===== src/rtl/booth_pp_accum_pkg.sv =====
// -----------------------------------------------------------------------------
// booth_pp_accum_pkg
// Shared constants and the FSM state type for the radix-4 Booth
// partial-product accumulator.
//   NPP     : number of radix-4 partial products (digits)
//   PPW     : partial-product width in bits
//   ACC_W   : accumulator width (product is the low 64 bits)
//   MCAND_W : multiplicand width as presented (already sign/zero extended)
// -----------------------------------------------------------------------------
package booth_pp_accum_pkg;

    localparam int NPP     = 17;
    localparam int PPW     = 35;
    localparam int ACC_W   = 66;
    localparam int MCAND_W = 33;
    localparam int PROD_W  = 64;

    typedef enum logic [1:0] {
        IDLE = 2'd0,
        BUSY = 2'd1,
        DONE = 2'd2
    } state_e;

endpackage : booth_pp_accum_pkg


===== src/rtl/booth_pp_sel.sv =====
// -----------------------------------------------------------------------------
// booth_pp_sel
// Combinational partial-product selector for one radix-4 Booth digit.
// Ports:
//   mcand : 33-bit multiplicand (sign- or zero-extended by the source)
//   set0  : digit is zero (wins over inv, so an illegal set0+inv gives 0)
//   inv   : digit is negative
//   x2    : digit magnitude is 2
//   pp    : PPW-bit two's-complement partial product
// -----------------------------------------------------------------------------
module booth_pp_sel #(
    parameter int PPW = booth_pp_accum_pkg::PPW
) (
    input  logic [32:0]    mcand,
    input  logic           set0,
    input  logic           inv,
    input  logic           x2,
    output logic [PPW-1:0] pp
);
    import booth_pp_accum_pkg::*;

    logic [PPW-1:0] mag;

    always_comb begin
        mag = '0;
        if (!set0) begin
            if (x2) begin
                mag = {{(PPW-MCAND_W-1){mcand[MCAND_W-1]}}, mcand, 1'b0};
            end else begin
                mag = {{(PPW-MCAND_W){mcand[MCAND_W-1]}}, mcand};
            end
        end
        // Negation is gated by set0 explicitly so a zero digit can never
        // turn into anything but zero, whatever inv says.
        pp = (inv && !set0) ? (~mag + PPW'(1)) : mag;
    end

endmodule : booth_pp_sel


===== src/rtl/booth_pp_accum.sv =====
// -----------------------------------------------------------------------------
// booth_pp_accum
// Sequential radix-4 Booth multiplier back end: latches a job (multiplicand
// plus per-digit Booth controls), adds one shifted partial product per cycle
// into a 66-bit accumulator, and presents the low 64 bits with a
// valid/ready handshake.
// Ports:
//   clk, rst            : clock, synchronous active-high reset
//   in_valid / in_ready : job handshake (accept when both high)
//   mcand               : 33-bit multiplicand
//   set0, inv, X2       : per-digit Booth controls (NPP bits each)
//   flush               : abort any job, return to IDLE next edge
//   out_valid/out_ready : result handshake
//   product             : 64-bit result, held stable while out_valid
// -----------------------------------------------------------------------------
module booth_pp_accum #(
    parameter int NPP = booth_pp_accum_pkg::NPP,
    parameter int PPW = booth_pp_accum_pkg::PPW
) (
    input  logic           clk,
    input  logic           rst,
    input  logic           in_valid,
    output logic           in_ready,
    input  logic [32:0]    mcand,
    input  logic [NPP-1:0] set0,
    input  logic [NPP-1:0] inv,
    input  logic [NPP-1:0] X2,
    input  logic           flush,
    output logic           out_valid,
    input  logic           out_ready,
    output logic [63:0]    product
);
    import booth_pp_accum_pkg::*;

    localparam int CNT_W = $clog2(NPP);

    state_e             state_q, state_d;
    logic [CNT_W-1:0]   cnt_q, cnt_d;
    logic [ACC_W-1:0]   acc_q, acc_d;
    logic [32:0]        mcand_q, mcand_d;
    logic [NPP-1:0]     set0_q, set0_d;
    logic [NPP-1:0]     inv_q, inv_d;
    logic [NPP-1:0]     x2_q, x2_d;

    logic [PPW-1:0]     pp;
    logic [ACC_W-1:0]   pp_ext;
    logic [ACC_W-1:0]   pp_shift;

    booth_pp_sel #(
        .PPW (PPW)
    ) u_sel (
        .mcand (mcand_q),
        .set0  (set0_q[cnt_q]),
        .inv   (inv_q[cnt_q]),
        .x2    (x2_q[cnt_q]),
        .pp    (pp)
    );

    // Digit cnt carries weight 4^cnt, i.e. a left shift of 2*cnt.
    assign pp_ext   = {{(ACC_W-PPW){pp[PPW-1]}}, pp};
    assign pp_shift = pp_ext << {cnt_q, 1'b0};

    always_comb begin
        state_d = state_q;
        cnt_d   = cnt_q;
        acc_d   = acc_q;
        mcand_d = mcand_q;
        set0_d  = set0_q;
        inv_d   = inv_q;
        x2_d    = x2_q;

        unique case (state_q)
            IDLE: begin
                if (in_valid && !flush) begin
                    mcand_d = mcand;
                    set0_d  = set0;
                    inv_d   = inv;
                    x2_d    = X2;
                    acc_d   = '0;
                    cnt_d   = '0;
                    state_d = BUSY;
                end
            end
            BUSY: begin
                acc_d = acc_q + pp_shift;
                if (cnt_q == CNT_W'(NPP-1)) begin
                    state_d = DONE;
                end else begin
                    cnt_d = cnt_q + CNT_W'(1);
                end
            end
            DONE: begin
                if (out_ready) begin
                    state_d = IDLE;
                end
            end
            default: state_d = IDLE;
        endcase

        // Flush overrides everything, including a coincident accept.
        if (flush) begin
            state_d = IDLE;
            acc_d   = '0;
            cnt_d   = '0;
        end
    end

    always_ff @(posedge clk) begin
        if (rst) begin
            state_q <= IDLE;
            cnt_q   <= '0;
            acc_q   <= '0;
            mcand_q <= '0;
            set0_q  <= '0;
            inv_q   <= '0;
            x2_q    <= '0;
        end else begin
            state_q <= state_d;
            cnt_q   <= cnt_d;
            acc_q   <= acc_d;
            mcand_q <= mcand_d;
            set0_q  <= set0_d;
            inv_q   <= inv_d;
            x2_q    <= x2_d;
        end
    end

    assign in_ready  = (state_q == IDLE) && !flush && !rst;
    assign out_valid = (state_q == DONE);
    // Zero outside DONE so reset and flush give a clean all-zero output.
    assign product   = out_valid ? acc_q[63:0] : 64'd0;

endmodule : booth_pp_accum


===== config.mk =====
export PLATFORM = sky130hd
export DESIGN_NAME = booth_pp_accum
export DESIGN_NICKNAME = d
export VERILOG_FILES = /design/src/rtl/booth_pp_accum_pkg.sv /design/src/rtl/booth_pp_sel.sv /design/src/rtl/booth_pp_accum.sv
export SDC_FILE = /design/constraint.sdc
export NUM_CORES = 1
export LEC_CHECK = 0
export BUFFER_PORTS_ARGS = -buffer_cell sky130_fd_sc_hd__buf_2
export CAP_MARGIN = 10
export CELL_PAD_IN_SITES_DETAIL_PLACEMENT = 0
export CELL_PAD_IN_SITES_GLOBAL_PLACEMENT = 1
export CORE_ASPECT_RATIO = 0.5
export CORE_MARGIN = 10
export CORE_UTILIZATION = 40
export DETAILED_ROUTE_END_ITERATION = 8
export PLACE_DENSITY = 0.89
export SETUP_SLACK_MARGIN = 0.1
export SLEW_MARGIN = 20
export SYNTH_ARGS = -nofsm -noshare
export SYNTH_HDL_FRONTEND = slang
export SYNTH_SLANG_ARGS = --single-unit

===== constraint.sdc =====
create_clock -name clk -period 7.06 [get_ports clk]
set_clock_uncertainty 0.05 [all_clocks]
set_input_delay 1.412 -clock clk [delete_from_list [all_inputs] [get_ports clk]]
set_output_delay 1.412 -clock clk [all_outputs]
set_load 0.05 [all_outputs]

# Yosys cells after proc, flatten, opt, wreduce, memory -nomap -nowiden
# Cells that the tools add are included.
# word_totals
out_inout_bits,66
wordCells,53
register_bits,157
# classes
n_eq_ne,7
addsub,3
muxes,19
magnitude_cmp,1
reduce_logical,14
shifts,1
bitwise,1
# op_table
op,count
66-bit case mux with 2 select lines,1
35-bit two-way mux,2
66-bit adder,1
66-bit two-way mux,1
66-bit by 6-bit left shift with 66-bit output,1
64-bit two-way mux,1
35-bit by 1-bit adder with 35-bit output (second input constant),1
35-bit inverter,1
33-bit two-way mux,1
1-bit binary-select mux with 5-bit select,3
5-bit two-way mux,2
5-bit case mux with 2 select lines,1
5-bit by 6-bit < comparator with 1-bit output (second input constant),1
2-bit two-way mux,3
2-bit inequality test (second input constant),3
2-bit case mux with 3 select lines,1
3-bit AND reduction,2
5-bit by 1-bit adder with 5-bit output (second input constant),1
5-bit equality test (second input constant),1
1-bit logical AND,4
2-bit AND reduction,2
1-bit logical NOT,3
1-bit two-way mux,3
2-bit by 1-bit equality test with 1-bit output (second input constant),1
5 further kinds,5

# Longest topological paths before layout
# depth
word_depth,10
ltp_mapped,36
depth_no_buf,30

# By module
# From an unflattened synthesis, not the netlist that was laid out.
# hier_totals
cells_unflattened,1927
hier_area_um2,13965.9
# by_module_without_submodules
mod,n_inst,cells_each,area_each_um2,seq_area_each_um2
booth_pp_accum,1,1621,12039.0,3103.0
booth_pp_sel,1,306,1926.8,0.0

# Least setup slack after synthesis
# Ideal clock, no wire load.
# synth_path
kind,reg-to-reg
start,reg cnt_q[1]
end,reg acc_q[63]
path_stages_with_launch,35
period_less_slack_ns,7.127
n_path_buf,5
arrival_ns,6.953
slack_ns,-0.067
cell_sequence,dfxtp_1 buf_6 clkbuf_1 mux4_2 a32o_1 nor3_1 buf_2 buf_2 buf_2 nand2_1 ha_1 nand2b_1 nor2_1 and3_1 a2111oi_0 or4_1 o21ai_0 mux2_2 and2_1 a211o_1 o21ai_1 nor2_1 ha_1 a21o_1 a21o_1 a221oi_1 o32ai_1 a21oi_1 o2111a_1 o31ai_1 a221o_1 a21oi_1 xnor2_1 a21oi_1 o22ai_1
# synth_between
elab_chain_cells,10
word_cells_on_any_way,16
classes_between,add/sub: 2; shift: 1; mux: 10; bitwise: 1; reduce/logical: 2
# synth_lines
item,line,rtl
"start, declared",booth_pp_accum.sv:38,"logic [CNT_W-1:0] cnt_q, cnt_d;"
"start signal, assigned",booth_pp_accum.sv:119,cnt_q <= cnt_d;
1-bit binary-select mux with 5-bit select,booth_pp_accum.sv:55,".x2 (x2_q[cnt_q]),"
1-bit two-way mux (implied by the code),booth_pp_accum.sv:55,
33-bit two-way mux,booth_pp_sel.sv:27,if (x2) begin
35-bit two-way mux,booth_pp_sel.sv:26,if (!set0) begin
35-bit inverter,booth_pp_sel.sv:35,pp = (inv && !set0) ? (~mag + PPW'(1)) : mag;
35-bit by 1-bit adder with 35-bit output,booth_pp_sel.sv:35,
35-bit two-way mux,booth_pp_sel.sv:35,
66-bit by 6-bit left shift with 66-bit output *,booth_pp_accum.sv:61,"assign pp_shift = pp_ext << {cnt_q, 1'b0};"
66-bit adder *,booth_pp_accum.sv:85,acc_d = acc_q + pp_shift;
66-bit case mux with 2 select lines *,booth_pp_accum.sv:72,unique case (state_q)
"end signal, assigned",booth_pp_accum.sv:112,acc_q <= '0;
"end signal, assigned",booth_pp_accum.sv:120,acc_q <= acc_d;
"end, declared",booth_pp_accum.sv:39,"logic [ACC_W-1:0] acc_q, acc_d;"
# Every way passes the cells marked *; elsewhere a longest branch is shown, timed or not. The select of a mux whose other input is x is not followed.
# A chain may end at the register's enable or synchronous reset.

# Worst setup path after layout
# Same ends and word-level chain as after synthesis.

==> flow_metrics.py <==
metrics = {
    "placement": {
        "hpwlAfterDp_um": 43000,
        "globalplace.congestion": 1.05,
        "placed_cell_area_mm2": 0.0173,
        "port_buffers": 154,
    },
    "synthesis": {
        "synth_seq_cells": 155,
        "ys.flop_type": "dfxtp_1",
        "synth.distinct_cells": 100,
        "synth_warnings": 0,
        "syn_nets": 2284,
        "synth-edff-count": 0,
        "synthTopCellsByArea": "dfxtp_1 21%, a21oi_1 8.8%, nand2_1 8.6%, ha_1 6.1%, and2_1 3.7%",
        "syn_avg_cell_area_um2": 7.01,
        "async_reset_ff_frac": 0,
        "syn_area_mm2": 0.0149,
        "synth_top_area_frac": 0.209,
        "seq_area_frac_synth": 0.209,
        "yosys.area.top_type": "dfxtp_1",
        "synth_cells": 2122,
    },
    "sta": {
        "slew_violations": 0,
        "relSlewSlack": 0.315,
        "setup_violations": 0,
        "hold_violations": 0,
        "fmax_mhz": 147,
        "grt_setup_unrepaired": "yes",
        "fin_crit_ns": 6.81,
        "tns_ns": 0,
        "min_period_over_period": 0.965,
        "tightestPinTransition_ns": 1.02,
    },
    "final_layout": {
        "area_growth_pct": 23.8,
        "final_area_mm2": 0.0184,
        "final_core_util": 0.507,
        "final_common_cell": "nand2_1",
        "nNetsFinal": 2524,
        "n_fill_cell": 3560,
        "seqCellArea_mm2": 0.00312,
        "multi_input_area_mm2": 0.0114,
        "final_cell_mix": "339 x nand2_1, 247 x a21oi_1, 224 x buf_4",
        "drive_above_1_share": 0.233,
    },
    "min_path": {
        "holdPathStages": 2,
        "holdPathEnd": "inv_q[0]",
        "worstHoldStart": "inv_q[0]",
        "hold_path_class": "flop to flop",
    },
    "power_and_ir_drop": {
        "power_density_mw_per_mm2": 150,
        "vdd_drop_max_uv": 152,
        "leakage_nw": 7.75,
    },
    "setup_path": {
        "timing.rr.start": "cnt_q[1]",
        "reg2reg_setup_slack_ns": 0.25,
        "r2r_cells": 33,
        "r2r_end": "acc_q[63]",
        "cpMaxStageDelayCell": "mux4_2",
        "crit_type": "flop to flop",
        "cp_max_fo": 5,
        "cp_common_cell": "buf_4",
        "critPathMaxStageDelay_ns": 0.54,
        "start_kind": "flop",
        "crit_required_ns": 7.40,
        "crit_arrival_ns": 7.16,
        "end_kind": "flop",
    },
    "floorplan": {
        "die_area_mm2": 0.0458,
        "io_pins": 155,
        "core_area_mm2": 0.0363,
        "rows": 49,
        "die_h_um": 156,
        "start_util": 0.410,
        "fp.dieW_um": 293,
    },
    "detailed_routing": {
        "drt_iter0_markers": 1986,
        "wl_per_cell_um": 19.9,
        "wl_um": 56900,
        "drtPass1Iterations": 6,
        "drc": 0,
        "ant_nets": 0,
        "vias": 17427,
        "viasPerCell": 6.09,
    },
    "clock_tree": {
        "clk_pin_slew_worst_paths_ns": 0.07,
        "clock_latency_ns": 0.47,
        "numCtsBuffers": 17,
        "cts_sinks": 155,
        "cts_tree": "done",
        "htree_num_levels": 4,
        "clk_path_buf_depth": 2,
        "cts_hold_buf": 0,
        "cts_root_buf": "clkbuf_16",
    },
    "outcome": {
        "status": "finished clean",
    },
    "grt": {
        "grt_use_total": 0.236,
        "grt-ovfl-total": 0,
        "grt_pass1_vias": 15763,
        "antenna_found_initial": 4,
        "grt_max_degree": 88,
        "grt_pass1_wl_um": 88200,
    },
    "flow_run": {
        "maxCapViolations": 0,
    },
}
==> critical path, delay by kind of cell (launching register included) <==
family	cells	cell delay [ns]
AO/OA/AOI/OAI	18	3.62
XOR/XNOR	1	0.14
adder cells (fa/ha/maj)	2	0.56
buffers and inverters	3	0.49
flip-flops	1	0.37
multiplexers	2	0.73
AND/OR/NAND/NOR	7	0.78
==> report_power, final <==
part / switching, mW / internal, mW / total (mW)
Clock: 0.476 / 0.487 / 0.963
Sequential: 0.0311 / 0.897 / 0.929
Combinational: 0.514 / 0.359 / 0.873
==> per-stage QoR <==
stage	hold WS [ns]	power, mW	std cells	setup slack [ns]
after floorplan	0.382	1.44	2122	0.146
after global placement	0.392	1.75	2819	0.135
after detailed placement	0.396	1.75	2819	-0.0727
after CTS	0.406	2.72	2851	0.125
after global routing	0.424	2.87	2859	-0.0184
final	0.405	2.76	2860	0.245
==> registers in the layout, indices dropped and copies added (netlist names) <==
register and count:
x2_q 17, inv_q 17, set0_q 17, acc_q 64, mcand_q 33, cnt_q 5, state_q 2
==> worst max path at each step <==
stage / from / to / slack [ns] / cells after the start
CTS: cnt_q[0] / acc_q[60] / 0.12 / 31
floorplan: cnt_q[1] / acc_q[45] / 0.15 / 34
detailed placement: cnt_q[1] / acc_q[45] / -0.07 / 34
global placement: cnt_q[1] / acc_q[45] / 0.13 / 33
global route: cnt_q[1] / acc_q[45] / -0.02 / 34
finish: cnt_q[1] / acc_q[63] / 0.25 / 33
==> cell type report <==
cell class / count / area share
antenna: 1 / 0.000136
clock buffer: 18 / 0.0238
clock inverter: 14 / 0.00931
inverter: 35 / 0.00713
multi-input combinational: 1771 / 0.621
sequential: 155 / 0.169
tap: 484 / 0.0329
timing repair buffer: 382 / 0.137
==> cell usage after synthesis (12+ instances only) <==
cell        n
mux2i_1    44
a211oi_1   31
buf_2      23
a21o_1     42
and2_1     88
nor4_1     21
o21bai_1   17
o211ai_1   15
inv_1      33
a21oi_1   263
and3_1     19
a31oi_1    33
xnor2_1    42
o21a_1     12
o21ai_1    16
o21ai_0    99
nand2_1   339
nand3_1    85
clkbuf_1  115
nand2b_1   15
buf_1      14
xor2_1     28
or3_1      21
ha_1       72
nor2b_1    16
or4_1      13
nand4_1    25
mux2_2     12
nor2_1    141
dfxtp_1   155
o31ai_1    16
nor3_1     55
==> logic make-up after synthesis <==
family	after synthesis	share of synthesized area
AND/OR/NAND/NOR	869	0.279
XOR/XNOR	70	0.0412
AO/OA/AOI/OAI	696	0.306
multiplexers	63	0.0493
flip-flops	155	0.209
buffers and inverters	196	0.0544
adder cells (fa/ha/maj)	73	0.0619
==> timing repair <==
action,in CTS,in global routing
gates resized for setup,7,96
endpoints found under the setup margin,8,34
endpoints found under the hold margin,0,0
pin swaps,0,26
setup buffers,0,7
==> routing by layer <==
layer | vias up | track usage | part of all wire
met1 | 8157 | 0.314 | 0.43
li1 | 8253 | - | -
met4 | 4 | 0.0826 | 0.032
met3 | 143 | 0.0507 | 0.092
met5 | - | 0 | 0.00037
met2 | 870 | 0.372 | 0.44
Note: power is estimated with default switching activity, not from simulation.
